$ cat src/rtl/piano_pkg.sv
// Shared definitions for the piano audio path: note/octave codes, the
// middle-octave half-period table and the tone FSM state encoding.
package piano_pkg;

    localparam logic [3:0] NOTE_REST = 4'd0;
    localparam logic [3:0] NOTE_DO   = 4'd1;
    localparam logic [3:0] NOTE_RE   = 4'd2;
    localparam logic [3:0] NOTE_MI   = 4'd3;
    localparam logic [3:0] NOTE_FA   = 4'd4;
    localparam logic [3:0] NOTE_SOL  = 4'd5;
    localparam logic [3:0] NOTE_LA   = 4'd6;
    localparam logic [3:0] NOTE_SI   = 4'd7;

    localparam logic [1:0] OCT_LOW  = 2'b00;
    localparam logic [1:0] OCT_MID  = 2'b01;
    localparam logic [1:0] OCT_HIGH = 2'b10;

    // Half-period clock counts at 100 MHz, middle octave, C..B.
    localparam logic [17:0] HALF_TABLE [7] = '{
        18'd191113, 18'd170262, 18'd151686, 18'd143173,
        18'd127551, 18'd113636, 18'd101239
    };

    typedef enum logic [1:0] {
        IDLE = 2'd0,
        HIGH = 2'd1,
        LOW  = 2'd2
    } state_t;

    function automatic logic is_rest(input logic [3:0] note);
        return (note == NOTE_REST) || (note > NOTE_SI);
    endfunction

    function automatic logic [1:0] norm_oct(input logic [1:0] oct);
        return (oct == 2'b11) ? OCT_MID : oct;
    endfunction

    function automatic logic [17:0] base_half(input logic [3:0] note);
        logic [17:0] b;
        case (note)
            NOTE_DO:  b = HALF_TABLE[0];
            NOTE_RE:  b = HALF_TABLE[1];
            NOTE_MI:  b = HALF_TABLE[2];
            NOTE_FA:  b = HALF_TABLE[3];
            NOTE_SOL: b = HALF_TABLE[4];
            NOTE_LA:  b = HALF_TABLE[5];
            NOTE_SI:  b = HALF_TABLE[6];
            default:  b = '0;
        endcase
        return b;
    endfunction

endpackage

$ cat src/rtl/tone_generator_if.sv
// Note/octave/mute request from the mode controller and the buzzer/status
// signals returned by the tone generator.
interface tone_generator_if;
    logic [3:0] note_in;
    logic [1:0] octave_in;
    logic       mute;
    logic       speaker;
    logic       playing;
    logic       note_strobe;

    modport master (
        output note_in, octave_in, mute,
        input  speaker, playing, note_strobe
    );

    modport slave (
        input  note_in, octave_in, mute,
        output speaker, playing, note_strobe
    );
endinterface

$ cat src/rtl/tone_generator_half_period_lut.sv
// Combinational note/octave to half-period count, scaled by SIM_SHIFT.
module half_period_lut
    import piano_pkg::*;
#(
    parameter int SIM_SHIFT = 0,
    parameter int CNT_W     = 20
) (
    input  logic [3:0]       note_i,
    input  logic [1:0]       oct_i,
    output logic [CNT_W-1:0] half_o
);

    logic [CNT_W-1:0] base;

    always_comb begin
        base   = '0;
        half_o = '0;
        if (!is_rest(note_i)) begin
            base = CNT_W'(base_half(note_i)) >> SIM_SHIFT;
        end
        case (norm_oct(oct_i))
            OCT_LOW:  half_o = base << 1;
            OCT_HIGH: half_o = base >> 1;
            default:  half_o = base;
        endcase
    end

endmodule

$ cat src/rtl/tone_generator.sv
// Square-wave tone generator: note changes take effect only at half-period
// boundaries so the buzzer never sees a runt pulse.
module tone_generator
    import piano_pkg::*;
#(
    parameter int SIM_SHIFT = 0,
    parameter int CNT_W     = 20
) (
    input  logic            clk,
    input  logic            reset,
    tone_generator_if.slave bus
);

    logic [3:0]       note_q;
    logic [1:0]       oct_q;
    logic [3:0]       last_note_q;
    logic [1:0]       last_oct_q;
    state_t           state_q;
    logic [CNT_W-1:0] cnt_q;
    logic [CNT_W-1:0] cur_half_q;
    logic [CNT_W-1:0] half_d;
    logic             spk_q;
    logic             playing_q;
    logic             strobe_q;
    logic             rest_d;
    logic             changed_d;
    logic             half_end_d;

    half_period_lut #(
        .SIM_SHIFT (SIM_SHIFT),
        .CNT_W     (CNT_W)
    ) u_lut (
        .note_i (note_q),
        .oct_i  (oct_q),
        .half_o (half_d)
    );

    assign rest_d     = is_rest(note_q);
    assign changed_d  = (note_q != last_note_q) || (norm_oct(oct_q) != last_oct_q);
    assign half_end_d = (cnt_q == cur_half_q - CNT_W'(1));

    always_ff @(posedge clk) begin
        if (reset) begin
            note_q      <= NOTE_REST;
            oct_q       <= OCT_MID;
            last_note_q <= NOTE_REST;
            last_oct_q  <= OCT_MID;
            state_q     <= IDLE;
            cnt_q       <= '0;
            cur_half_q  <= '0;
            spk_q       <= 1'b0;
            playing_q   <= 1'b0;
            strobe_q    <= 1'b0;
        end else begin
            note_q   <= bus.note_in;
            oct_q    <= bus.octave_in;
            strobe_q <= 1'b0;
            case (state_q)
                IDLE: begin
                    cnt_q <= '0;
                    if (!rest_d) begin
                        state_q     <= HIGH;
                        cur_half_q  <= half_d;
                        spk_q       <= 1'b1;
                        playing_q   <= 1'b1;
                        strobe_q    <= 1'b1;
                        last_note_q <= note_q;
                        last_oct_q  <= norm_oct(oct_q);
                    end
                end
                HIGH: begin
                    // A rest waits for the high half to finish.
                    if (half_end_d) begin
                        cnt_q <= '0;
                        spk_q <= 1'b0;
                        if (rest_d) begin
                            state_q   <= IDLE;
                            playing_q <= 1'b0;
                        end else begin
                            state_q     <= LOW;
                            cur_half_q  <= half_d;
                            strobe_q    <= changed_d;
                            last_note_q <= note_q;
                            last_oct_q  <= norm_oct(oct_q);
                        end
                    end else begin
                        cnt_q <= cnt_q + CNT_W'(1);
                    end
                end
                LOW: begin
                    // Speaker is already low, so a rest can stop immediately.
                    if (rest_d) begin
                        state_q   <= IDLE;
                        cnt_q     <= '0;
                        playing_q <= 1'b0;
                    end else if (half_end_d) begin
                        state_q     <= HIGH;
                        cnt_q       <= '0;
                        spk_q       <= 1'b1;
                        cur_half_q  <= half_d;
                        strobe_q    <= changed_d;
                        last_note_q <= note_q;
                        last_oct_q  <= norm_oct(oct_q);
                    end else begin
                        cnt_q <= cnt_q + CNT_W'(1);
                    end
                end
                default: begin
                    state_q <= IDLE;
                    cnt_q   <= '0;
                    spk_q   <= 1'b0;
                end
            endcase
        end
    end

    // Mute gates only the pin; timing keeps running so unmute stays in phase.
    assign bus.speaker     = spk_q & ~bus.mute;
    assign bus.playing     = playing_q;
    assign bus.note_strobe = strobe_q;

endmodule

$ cat src/flat_wrapper.sv
// flat-port wrapper written by rule: the top's interface ports become plain ports
module tone_generator_flat import piano_pkg::*;
#(
    parameter int SIM_SHIFT = 0,
    parameter int CNT_W     = 20
)
  (clk, reset, bus_note_in, bus_octave_in, bus_mute, bus_speaker, bus_playing, bus_note_strobe);
  tone_generator_if bus_i ();
  input  logic clk;
  input  logic reset;
  input wire logic [$bits(bus_i.note_in)-1:0] bus_note_in;
  input wire logic [$bits(bus_i.octave_in)-1:0] bus_octave_in;
  input wire logic [$bits(bus_i.mute)-1:0] bus_mute;
  output wire logic [$bits(bus_i.speaker)-1:0] bus_speaker;
  output wire logic [$bits(bus_i.playing)-1:0] bus_playing;
  output wire logic [$bits(bus_i.note_strobe)-1:0] bus_note_strobe;
  assign bus_i.note_in = bus_note_in;
  assign bus_i.octave_in = bus_octave_in;
  assign bus_i.mute = bus_mute;
  assign bus_speaker = bus_i.speaker;
  assign bus_playing = bus_i.playing;
  assign bus_note_strobe = bus_i.note_strobe;
  tone_generator #(.SIM_SHIFT(SIM_SHIFT), .CNT_W(CNT_W)) u_core (.clk(clk), .reset(reset), .bus(bus_i));
endmodule
$ cat config.mk
export PLATFORM = sky130hd
export DESIGN_NAME = tone_generator_flat
export DESIGN_NICKNAME = d
export VERILOG_FILES = /design/src/rtl/piano_pkg.sv /design/src/rtl/tone_generator_if.sv /design/src/rtl/tone_generator_half_period_lut.sv /design/src/rtl/tone_generator.sv /design/src/flat_wrapper.sv
export SDC_FILE = /design/constraint.sdc
export NUM_CORES = 1
export LEC_CHECK = 0
export CAP_MARGIN = 20
export CORE_MARGIN = 4
export CORE_UTILIZATION = 50
export CTS_BUF_LIST = sky130_fd_sc_hd__clkbuf_16
export CTS_CLUSTER_SIZE = 40
export DETAILED_ROUTE_END_ITERATION = 16
export GPL_ROUTABILITY_DRIVEN = 1
export PLACE_DENSITY = 0.74
export SLEW_MARGIN = 25
export SYNTH_ARGS = -nofsm -noshare
export SYNTH_HDL_FRONTEND = slang
export SYNTH_HIERARCHICAL = 1
export SYNTH_SLANG_ARGS = --single-unit
$ cat constraint.sdc
create_clock -name clk -period 3.6 [get_ports clk]
set_input_delay 0.54 -clock clk [delete_from_list [all_inputs] [get_ports clk]]
set_output_delay 0.54 -clock clk [all_outputs]
set_load 0.1 [all_outputs]
==> key figures, run 1 <==
Outcome
  – Outcome: finished, final reports clean

Synth
  – Post-Syn Area: 3810 sq um
  – EDFF count, synth: 0
  – Main synth FF type: dfxtp_1
  – Area fraction of the dominant cell type after synthesis: 0.299
  – Syn Area/Cell: 7.66 sq um
  – Synthesized flop and latch total: 57
  – Yosys warnings: 6
  – Yosys cell types: 67
  – Post-Syn Instances: 498
  – Post-synth top area cell: dfxtp_1
  – Post-synth net total: 513
  – Post-synthesis async set-or-reset flop share: 0
  – Post-synthesis sequential area ratio: 0.299
  – Area contributors post-synth: dfxtp_1, xnor2_1, a21oi_1

Placement
  – I/O Buffers: 11
  – Cell Count Post-Placement: 582
  – Final Wtd Congestion: 0.898
  – Hpwl dp: 6.17 mm
  – Placed cell area: 3920 sq um

Floorplan
  – Core ar.: 7330 sq um
  – Die W: 95.3 microns
  – Die H: 95.3 microns
  – IO Pins: 12
  – Row cnt: 31
  – Initial Util: 0.520
  – Die area: 9090 sq um

STA
  – Post-route setup TNS: 0 ns
  – Setup Skew: 0.00612 ns
  – Period minus WS final: 3.33 ns
  – Fin. max-slew vios: 0
  – Final period util: 0.924
  – Relative slew margins: 0.354
  – Worst slew pin tran: 0.966 ns
  – Final setup viols: 0
  – Final number of hold-violating endpoints: 0
  – Fmax: 301 MHz
  – Unrepaired setup endpoints after global routing: no

Global routing
  – Initial antenna violation count: 0
  – First-pass GRT wire length: 15.7 mm
  – Global Route Usage Sum: 0.218
  – Number of global-route vias before repair: 3456
  – GR Overflow Total: 0
  – Pin count of the biggest net entering global routing: 39

Route
  – ANT nets after route: 0
  – 1st-iter DRT viols: 311
  – DR DRC count: 0
  – Drt first pass iters: 5
  – Detailed Route WL: 9.15 mm
  – Routed vias/inst: 6.07
  – Routed length per instance: 15.3 microns
  – Vias: 3630

Clocking
  – Clk root buf: clkbuf_16
  – Clk slew on worst S/H paths: 0.05 ns
  – CTS tree: built
  – CTS Buffer Depth: 2
  – CTS resizes: 0
  – Num CTS Buffers: 9
  – Post-CTS Setup Bufs: 0
  – # clock sinks: 57
  – H-tree levels: 3
  – Hold Buf Count CTS: 0
  – Clk Latency, worst-skew pair: 0.33 ns

Setup path
  – Critical path cell sequence: nor4_4, nand4_2, o22ai_1, or3b_2, o21ai_1, o31a_1, o21ai_0, a21oi_1
  – Worst Path Max Fanout: 26
  – Startpoint types: flop
  – Critical path endpoint category: flop
  – Critical path required time: 3.85 ns
  – R2R depth: 8
  – Setup CP Type: reg -> reg
  – Critical Path AT: 3.57 ns
  – Cell at the slowest stage of the critical path: o31a_1
  – Delay of the slowest critical-path stage: 0.72 ns

Finish
  – Most common cell after layout, fill and taps aside: dfxtp_1
  – Fin area: 4190 sq um
  – Layout cell share with drive strength beyond 1: 0.0922
  – Area grow syn2layout: 9.91%
  – Commonest non-fill, non-tap cells in the layout: dfxtp_1, nor2_1, a21oi_1, o21ai_0, nand3_1
  – Nets: 509
  – Number of fill cells: 670
  – Multi-input gate area: 2450 sq um
  – Finished Layout Cells: 598
  – Register Area: 1140 sq um
  – N_diodes: 0

Worst hold path
  – Worst Hold Class: reg -> reg
  – Hold Path Depth: 1

Job
  – MaxCap Viol Count: 0

Power and ir drop
  – Leak pwr: 0.00146 uW
  – PwrDens: 514 nW/um^2
  – Power Total: 2150 uW
  – Peak supply drop: 372 uV
-- per-layer routing --
layer / wire length [microns] / GRT usage / vias to the layer above
met5: 0 / 0 / -
met4: 201 / 0.103 / 0
met3: 389 / 0.0300 / 20
met2: 4660 / 0.379 / 118
met1: 3900 / 0.263 / 1730
li1: - / - / 1762
-- worst max-delay path, delay by kind of cell (launching register included) --
kind | cells | cell delay [ns]
and+or+nand+nor | 3 | 1.19
DFF | 1 | 0.37
AOI/OAI and AO/OA | 5 | 1.69
-- registers in the layout (all words and copies together) (netlist names) --
register	flops
u_core/last_note_q	4
u_core/oct_q	2
u_core/state_q	2
u_core/cur_half_q	20
u_core/bus.playing	1
u_core/cnt_q	20
u_core/bus.note_strobe	1
u_core/spk_q	1
u_core/note_q	4
u_core/last_oct_q	2
-- Yosys cell counts (4+ instances only) --
| cell | number |
|---|---|
| dfxtp_1 | 57 |
| nor2_1 | 52 |
| a21oi_1 | 42 |
| o21ai_0 | 42 |
| nand3_1 | 38 |
| nand2_1 | 30 |
| xnor2_1 | 29 |
| xor2_1 | 21 |
| nor3_1 | 17 |
| clkbuf_1 | 15 |
| nor2b_1 | 14 |
| buf_2 | 13 |
| nand2b_1 | 10 |
| inv_1 | 9 |
| and3_1 | 8 |
| nor4_1 | 7 |
| a31oi_1 | 6 |
| ha_1 | 6 |
| nand4_1 | 6 |
| a211o_1 | 4 |
| buf_6 | 4 |
| or2_2 | 4 |
-- final cells by class --
cell class                 instances  area share
inverter                          10     0.00896
multi-input combinational        396       0.584
clock inverter                     7     0.00925
sequential                        57       0.272
timing repair buffer              20      0.0418
clock buffer                       9      0.0537
tap                               99      0.0296
-- metrics by stage --
stage	setup slack, ns	util	hold slack, ns
6_report	0.275	0.572	0.492
5_1_grt	0.0677	0.572	0.525
4_1_cts	0.319	0.571	0.499
3_5_place_dp	0.383	0.535	0.490
3_3_place_gp	0.456	0.535	0.475
2_1_floorplan	0.669	-	0.449
-- where the power goes --
part           switching, uW  leakage (uW)  internal [uW]  total, uW
Combinational            419      0.000868            251        670
Clock                    300      0.000132            456        756
Sequential              53.0      0.000464            676        729
Total                    772       0.00146           1380       2150
-- worst paths after layout --
check | start | slack (ns) | end
max reg2reg | u_core/cur_half_q[2] | 0.27 | u_core/cur_half_q[1]
max | u_core/cur_half_q[2] | 0.27 | u_core/cur_half_q[1]
min | u_core/cnt_q[0] | 0.49 | u_core/cnt_q[0]
min reg2reg | u_core/cnt_q[0] | 0.49 | u_core/cnt_q[0]
-- cell families (layout without fill, tap and decap cells) --
logic type	after synthesis	count (layout)	share of synthesized area
other cells	1	1	0.000983
flops	57	57	0.299
simple gates	210	210	0.294
xor+xnor	51	51	0.121
buf+inv	45	46	0.0594
compound gates	126	126	0.201
mux	2	2	0.00558
fa+ha+maj	6	6	0.0197
(Power assumes the default switching activity.)
==> run 2: changes to the inputs <==
TNS_END_PERCENT = 5   (was unset)
==> results of run 2 <==
No change in the layout: final DEF, timing and power equal those of run 1.
